## config.mk

```make
export PLATFORM = sky130hd
export DESIGN_NAME = gate_prober
export DESIGN_NICKNAME = d
export VERILOG_FILES = /design/src/rtl/gate_prober.sv
export SDC_FILE = /design/constraint.sdc
export NUM_CORES = 1
export LEC_CHECK = 0
export CAP_MARGIN = 15
export CORE_MARGIN = 5
export CORE_UTILIZATION = 55
export DETAILED_ROUTE_END_ITERATION = 6
export DONT_BUFFER_PORTS = 1
export PLACE_DENSITY = 0.73
export RECOVER_POWER = 100
export SLEW_MARGIN = 20
export SYNTH_ARGS = -nofsm -noshare
export SYNTH_HDL_FRONTEND = slang
export SYNTH_SLANG_ARGS = --single-unit
```

## constraint.sdc

```tcl
create_clock -name clk -period 1.7 [get_ports clk]
set_input_delay 0.425 -clock clk [delete_from_list [all_inputs] [get_ports clk]]
set_output_delay 0.425 -clock clk [all_outputs]
set_load 0.02 [all_outputs]
```

## src/rtl/gate_prober.sv

```systemverilog
// Gate prober: sweeps {a,b} over 00,01,10,11, captures the gate's response and classifies it.
// Optional GATE_PROBER_REPEAT_EN runs the sweep twice and flags disagreement between passes.
module gate_prober #(
  parameter int SETTLE_CYCLES = 2
) (
  input  logic       clk,
  input  logic       rst_n,
  input  logic       start,
  input  logic       y_in,
  output logic       a_out,
  output logic       b_out,
  output logic       busy,
  output logic       done,
  output logic [3:0] truth,
  output logic [2:0] gate_id,
  output logic       valid_id,
  output logic       mismatch
);

  typedef enum logic [1:0] {
    IDLE     = 2'd0,
    PROBE    = 2'd1,
    CLASSIFY = 2'd2,
    DONE     = 2'd3
  } state_t;

  localparam logic [3:0] SETTLE_LAST = 4'(SETTLE_CYCLES);

  state_t     state_q;
  state_t     state_d;
  logic [3:0] settle_q;
  logic [1:0] vec_q;
  logic       cls_q;
  logic [3:0] sample_q;
  logic [2:0] id_q;
  logic       vec_end;
  logic       last_vec;
  logic       sweep_end;

  assign vec_end  = (settle_q == SETTLE_LAST);
  assign last_vec = vec_end && (vec_q == 2'd3);

`ifdef GATE_PROBER_REPEAT_EN
  logic       pass_q;
  logic [3:0] pass1_q;
  logic       mm_q;
  logic       mismatch_q;

  assign sweep_end = last_vec && pass_q;
  assign mismatch  = mismatch_q;
`else
  assign sweep_end = last_vec;
  assign mismatch  = 1'b0;
`endif

  function automatic logic [2:0] classify(input logic [3:0] t);
    logic [2:0] id;
    id = 3'd0;
    case (t)
      4'b1000: id = 3'd1;
      4'b1110: id = 3'd2;
      4'b0011: id = 3'd3;
      4'b0111: id = 3'd4;
      4'b0001: id = 3'd5;
      4'b0110: id = 3'd6;
      4'b1001: id = 3'd7;
      default: id = 3'd0;
    endcase
    return id;
  endfunction

  always_ff @(posedge clk or negedge rst_n) begin
    if (!rst_n) begin
      state_q <= IDLE;
    end else begin
      state_q <= state_d;
    end
  end

  // CLASSIFY takes two cycles: one to decode into id_q, one to commit on the edge entering DONE.
  always_comb begin
    state_d = state_q;
    case (state_q)
      IDLE:     if (start) state_d = PROBE;
      PROBE:    if (sweep_end) state_d = CLASSIFY;
      CLASSIFY: if (cls_q) state_d = DONE;
      DONE:     state_d = IDLE;
      default:  state_d = IDLE;
    endcase
  end

  assign a_out = (state_q == PROBE) && vec_q[1];
  assign b_out = (state_q == PROBE) && vec_q[0];
  assign busy  = (state_q == PROBE) || (state_q == CLASSIFY);
  assign done  = (state_q == DONE);

  always_ff @(posedge clk or negedge rst_n) begin
    if (!rst_n) begin
      settle_q   <= 4'd0;
      vec_q      <= 2'd0;
      cls_q      <= 1'b0;
      sample_q   <= 4'd0;
      id_q       <= 3'd0;
      truth      <= 4'd0;
      gate_id    <= 3'd0;
      valid_id   <= 1'b0;
`ifdef GATE_PROBER_REPEAT_EN
      pass_q     <= 1'b0;
      pass1_q    <= 4'd0;
      mm_q       <= 1'b0;
      mismatch_q <= 1'b0;
`endif
    end else begin
      case (state_q)
        IDLE: begin
          settle_q <= 4'd0;
          vec_q    <= 2'd0;
          cls_q    <= 1'b0;
`ifdef GATE_PROBER_REPEAT_EN
          pass_q   <= 1'b0;
`endif
        end
        PROBE: begin
          if (vec_end) begin
            settle_q        <= 4'd0;
            vec_q           <= vec_q + 2'd1;
            sample_q[vec_q] <= y_in;
`ifdef GATE_PROBER_REPEAT_EN
            if (last_vec && !pass_q) begin
              pass_q  <= 1'b1;
              pass1_q <= {y_in, sample_q[2:0]};
            end
`endif
          end else begin
            settle_q <= settle_q + 4'd1;
          end
        end
        CLASSIFY: begin
          cls_q <= 1'b1;
          if (!cls_q) begin
`ifdef GATE_PROBER_REPEAT_EN
            mm_q <= (pass1_q != sample_q);
            id_q <= (pass1_q != sample_q) ? 3'd0 : classify(sample_q);
`else
            id_q <= classify(sample_q);
`endif
          end else begin
            truth      <= sample_q;
            gate_id    <= id_q;
            valid_id   <= (id_q != 3'd0);
`ifdef GATE_PROBER_REPEAT_EN
            mismatch_q <= mm_q;
`endif
          end
        end
        DONE: begin
          cls_q <= 1'b0;
        end
        default: begin
          cls_q <= 1'b0;
        end
      endcase
    end
  end

endmodule

```

# After elaboration in Yosys (flattened, before gate mapping)
# Cells that the tools add are included.
# Widths: inputs -> output; s select.
# totals
ff_bits,24
out_inout_bits,13
# classes
bitwise,1
reduce_logical,15
n_eq_ne,16
add_sub_neg,2
n_mux,13
n_lt_le_gt_ge,2
# ops
cell,n
$pmux 3 s7,1
$eq 4x4->1 const B,3
$eq 4x2->1 const B,2
$eq 4x3->1 const B,2
$mux 2,4
$ne 2x2->1 const B,4
$pmux 2 s4,1
$pmux 4 s2,1
$reduce_and 2->1,4
$eq 2x2->1 const B,3
$add 4x1->4 const B,1
$bwmux 4,1
$eq 4x1->1 const B,1
$logic_and 1x1->1,4
$mux 4,1
$pmux 2 s2,1
$reduce_bool 2->1,2
$lt 2x3->1 const B,1
$reduce_and 3->1,1
$reduce_bool 3->1,1
$add 2x1->2 const B,1
$demux 1 s2,1
$eq 2x1->1 const B,1
$ge 2x1->1 const B,1
other kinds (6),6

# Logic depth before layout (Yosys ltp)
# logic_depth
depth_word,5
ltp_mapped,6
mapped_depth_nobuf,5

# Worst setup path before layout
# OpenSTA, ideal clock, no wires.
# synth_timing
kind,register to register
start,register settle_q[0]
end,register state_q[1]
path_stages_with_launch,6
t_arrival_ps,1724
n_path_buf,0
setup_slack_ps,-149
path_cell_list,dfrtp_1 > inv_1 > ha_1 > or3b_4 > a2111oi_4 > mux2_4
# synth_between
elab_chain_len,4
# synth_rtl
element,line,rtl
"start, declared",31,logic [3:0] settle_q;
"start signal, assigned",135,settle_q <= settle_q + 4'd1;
$eq 4x2->1,40,assign vec_end = (settle_q == SETTLE_LAST);
$logic_and 1x1->1,41,assign last_vec = vec_end && (vec_q == 2'd3);
$ne 2x2->1 (no line),n/a,
$reduce_and 3->1 (no line),n/a,
"end signal, assigned",76,state_q <= state_d;
"end, declared",29,state_t state_q;
# Every way passes these cells.
# A chain may end at the register's enable or synchronous reset.

# Final worst setup path
# Ends and elaborated chain as after synthesis.

==> impl_metrics.env <==
export IMPL_top_usage_layer="met2"
export IMPL_maxCapViolCount=0
export IMPL_cp_data_arrival_time_ns=2.00
export IMPL_start_util=0.565
export IMPL_num_vias=792
export IMPL_instances_no_fill=149
export IMPL_finalCriticalPeriod_ns=1.78
export IMPL_preCtsSetupSlack_ns=-0.0577
export IMPL_die_h_um=57.5
export IMPL_fmax_mhz=562
export IMPL_finalHoldViolCount=0
export IMPL_end_kind="flip-flop"
export IMPL_grt_pass1_vias=848
export IMPL_worstMarginPinSlew_ns=1.27
export IMPL_synth_cell_type_count=28
export IMPL_core_region_area_mm2=0.00219
export IMPL_numCtsBuffers=3
export IMPL_powerDensity_mw_per_mm2=1940
export IMPL_clk_latency_ns=0.33
export IMPL_setup_violations=12
export IMPL_use_met3=0.0362
export IMPL_final_common_cell="dfrtp_1"
export IMPL_synth_top_cells_by_area="dfrtp_1 48%, mux2_2 12%, ha_1 11%, nand2_1 3.9%, o21ai_0 2.8%"
export IMPL_grt_pass1_wl_um=3700
export IMPL_syn2layout_area_growth_pct=17.1
export IMPL_antenna_cells=0
export IMPL_synth_top_area_cell="dfrtp_1"
export IMPL_totalWireLength_um=2100
export IMPL_drive_gt1_frac=0.339
export IMPL_viasPerCell=5.32
export IMPL_setup_tns_ns=-0.314
export IMPL_io_buffer_count=0
export IMPL_netlist_area_leader_share=0.485
export IMPL_post_synth_cell_area_avg_um2=11.9
export IMPL_hold_slack_ns=0.235
export IMPL_finClkSkew_ns=0.00673
export IMPL_yosysSeqAreaShare=0.485
export IMPL_synth_edf_count=0
export IMPL_die_x_um=57.5
export IMPL_synth_seq_cells=24
export IMPL_layout_setup_ws_ns=-0.0789
export IMPL_track_usage=0.147
export IMPL_yosysWarningCount=0
export IMPL_cts_root_buf="clkbuf_4"
export IMPL_use_met1=0.175
export IMPL_slew_violations=0
export IMPL_ant_nets=0
export IMPL_path_class="flip-flop to flip-flop"
export IMPL_ys_flop_type="dfrtp_1"
export IMPL_worstSetupStartpointType="flip-flop"
export IMPL_post_route_period_util=1.05
export IMPL_layout_nets=137
export IMPL_globalplace_congestion=0.799
export IMPL_gr_total_overflow=0
export IMPL_rsz0062_at_grt="true"
export IMPL_clk_pin_slew_ns=0.14
export IMPL_dr_pass1_iters=4
export IMPL_synth_nets=119
export IMPL_dp_cells=139
export IMPL_final_cell_mix="24 x dfrtp_1, 13 x mux2_2, 13 x nand2_1"
export IMPL_crit_fanout=2
export IMPL_boundaryPins=17
export IMPL_grt_max_degree=25
export IMPL_first_iter_violations=11
export IMPL_clock_sinks=24
export IMPL_ir_worst_vdd_uv=1120
export IMPL_status="finished with violations"
export IMPL_wire_per_inst_um=14.1
export IMPL_cts_max_level=1
export IMPL_dp_hpwl_um=1500
export IMPL_cts_tree="built"
export IMPL_hp_class="primary input to flip-flop"
export IMPL_maxSlewHeadroom=0.156
export IMPL_p_total_uw=2810
export IMPL_leakagePower_uw=0.000666
export IMPL_clk_path_buf_depth=2
export IMPL_required_ns=1.92
export IMPL_dieArea_mm2=0.00330
export IMPL_async_reset_ff_frac=1.00
export IMPL_drc=0
export IMPL_fp_row_count=17
export IMPL_postSynthCellCount=104
export IMPL_failed_checks="setup timing"
export IMPL_syn_cell_area_mm2=0.00124
export IMPL_antenna_found_initial=0
export IMPL_use_met2=0.239
layout make-up:
cell class	instances	area, µm²
clock inverters	1	30.0
inverters	5	18.8
well taps	28	35.0
multi-input cells	73	627
fillers	172	741
clock buffers	3	22.5
repair buffers	15	116
flip-flops and latches	24	601
critical path, stage by stage, from the launching register on:
cell       delay [ns]
dfrtp_1          0.40
inv_1            0.06
ha_1             0.15
or3b_4           0.40
a2111oi_4        0.35
mux2_4           0.33
synthesized netlist by cell type, types with 2 or more instances:
cell       n
nand2b_1   2
a22o_1     2
inv_1      5
nand2_1   13
and2_1     2
nor2_1     3
ha_1      11
nand3_1    2
nor2b_1    3
xnor2_1    2
mux2_2    13
dfrtp_1   24
o21ai_0    7
kinds of logic (layout without fill, tap and decap cells):
| logic type | after synthesis | count (layout) | synth area share |
|---|---|---|---|
| multiplexers | 15 | 15 | 0.138 |
| AND/OR/NAND/NOR | 29 | 29 | 0.125 |
| XOR/XNOR | 2 | 2 | 0.0141 |
| flip-flops | 24 | 24 | 0.485 |
| adder cells (fa/ha/maj) | 11 | 11 | 0.111 |
| other | 1 | 1 | 0.00303 |
| buffers and inverters | 7 | 24 | 0.0253 |
| AO/OA/AOI/OAI | 15 | 15 | 0.0980 |
metrics by stage:
step	util	area (µm²)
floorplan	-	1240
global placement	0.607	1330
detailed placement	0.607	1330
CTS	0.661	1450
global route	0.662	1450
finish	0.662	1450
final timing paths:
| check | start | to | slack [ns] | cells after the start |
|---|---|---|---|---|
| setup / recovery | settle_q[0] | state_q[1] | -0.08 | 5 |
| hold / removal | y_in | sample_q[3] | 0.24 | 1 |
| setup reg to reg | settle_q[0] | state_q[1] | -0.08 | 5 |
| hold reg to reg | id_q[2] | id_q[2] | 0.53 | 2 |
| max in group asynchronous | rst_n | settle_q[0] | 0.62 | 1 |
| min in group asynchronous | rst_n | gate_id[2] | 0.33 | 1 |
report_power, final:
| part | leakage, µW | total, µW | internal, µW | switching [µW] |
|---|---|---|---|---|
| Sequential | 0.000297 | 1100 | 802 | 300 |
| Clock | 0.0000279 | 420 | 239 | 181 |
| Combinational | 0.000341 | 1280 | 718 | 566 |
layer usage:
layer | part of all wire | up-vias
met2 | 0.45 | 13
met5 | 0 | -
met4 | 0.025 | 0
met3 | 0.043 | 5
li1 | - | 392
met1 | 0.48 | 382
state kept, by name, summed over array words and instances (netlist names), 2 cells and up:
register	cells
gate_id	3
id_q	3
state_q	2
truth	4
sample_q	4
settle_q	4
vec_q	2
repair_timing:
action,in CTS,in global routing
setup buffers,4,1
gates resized for setup,10,3
setup endpoints to repair,6,12
endpoints found under the hold margin,24,0
hold buffers,1,0
pin swaps,1,1
gates cloned,0,0
Power figures use the tool's default switching activity.
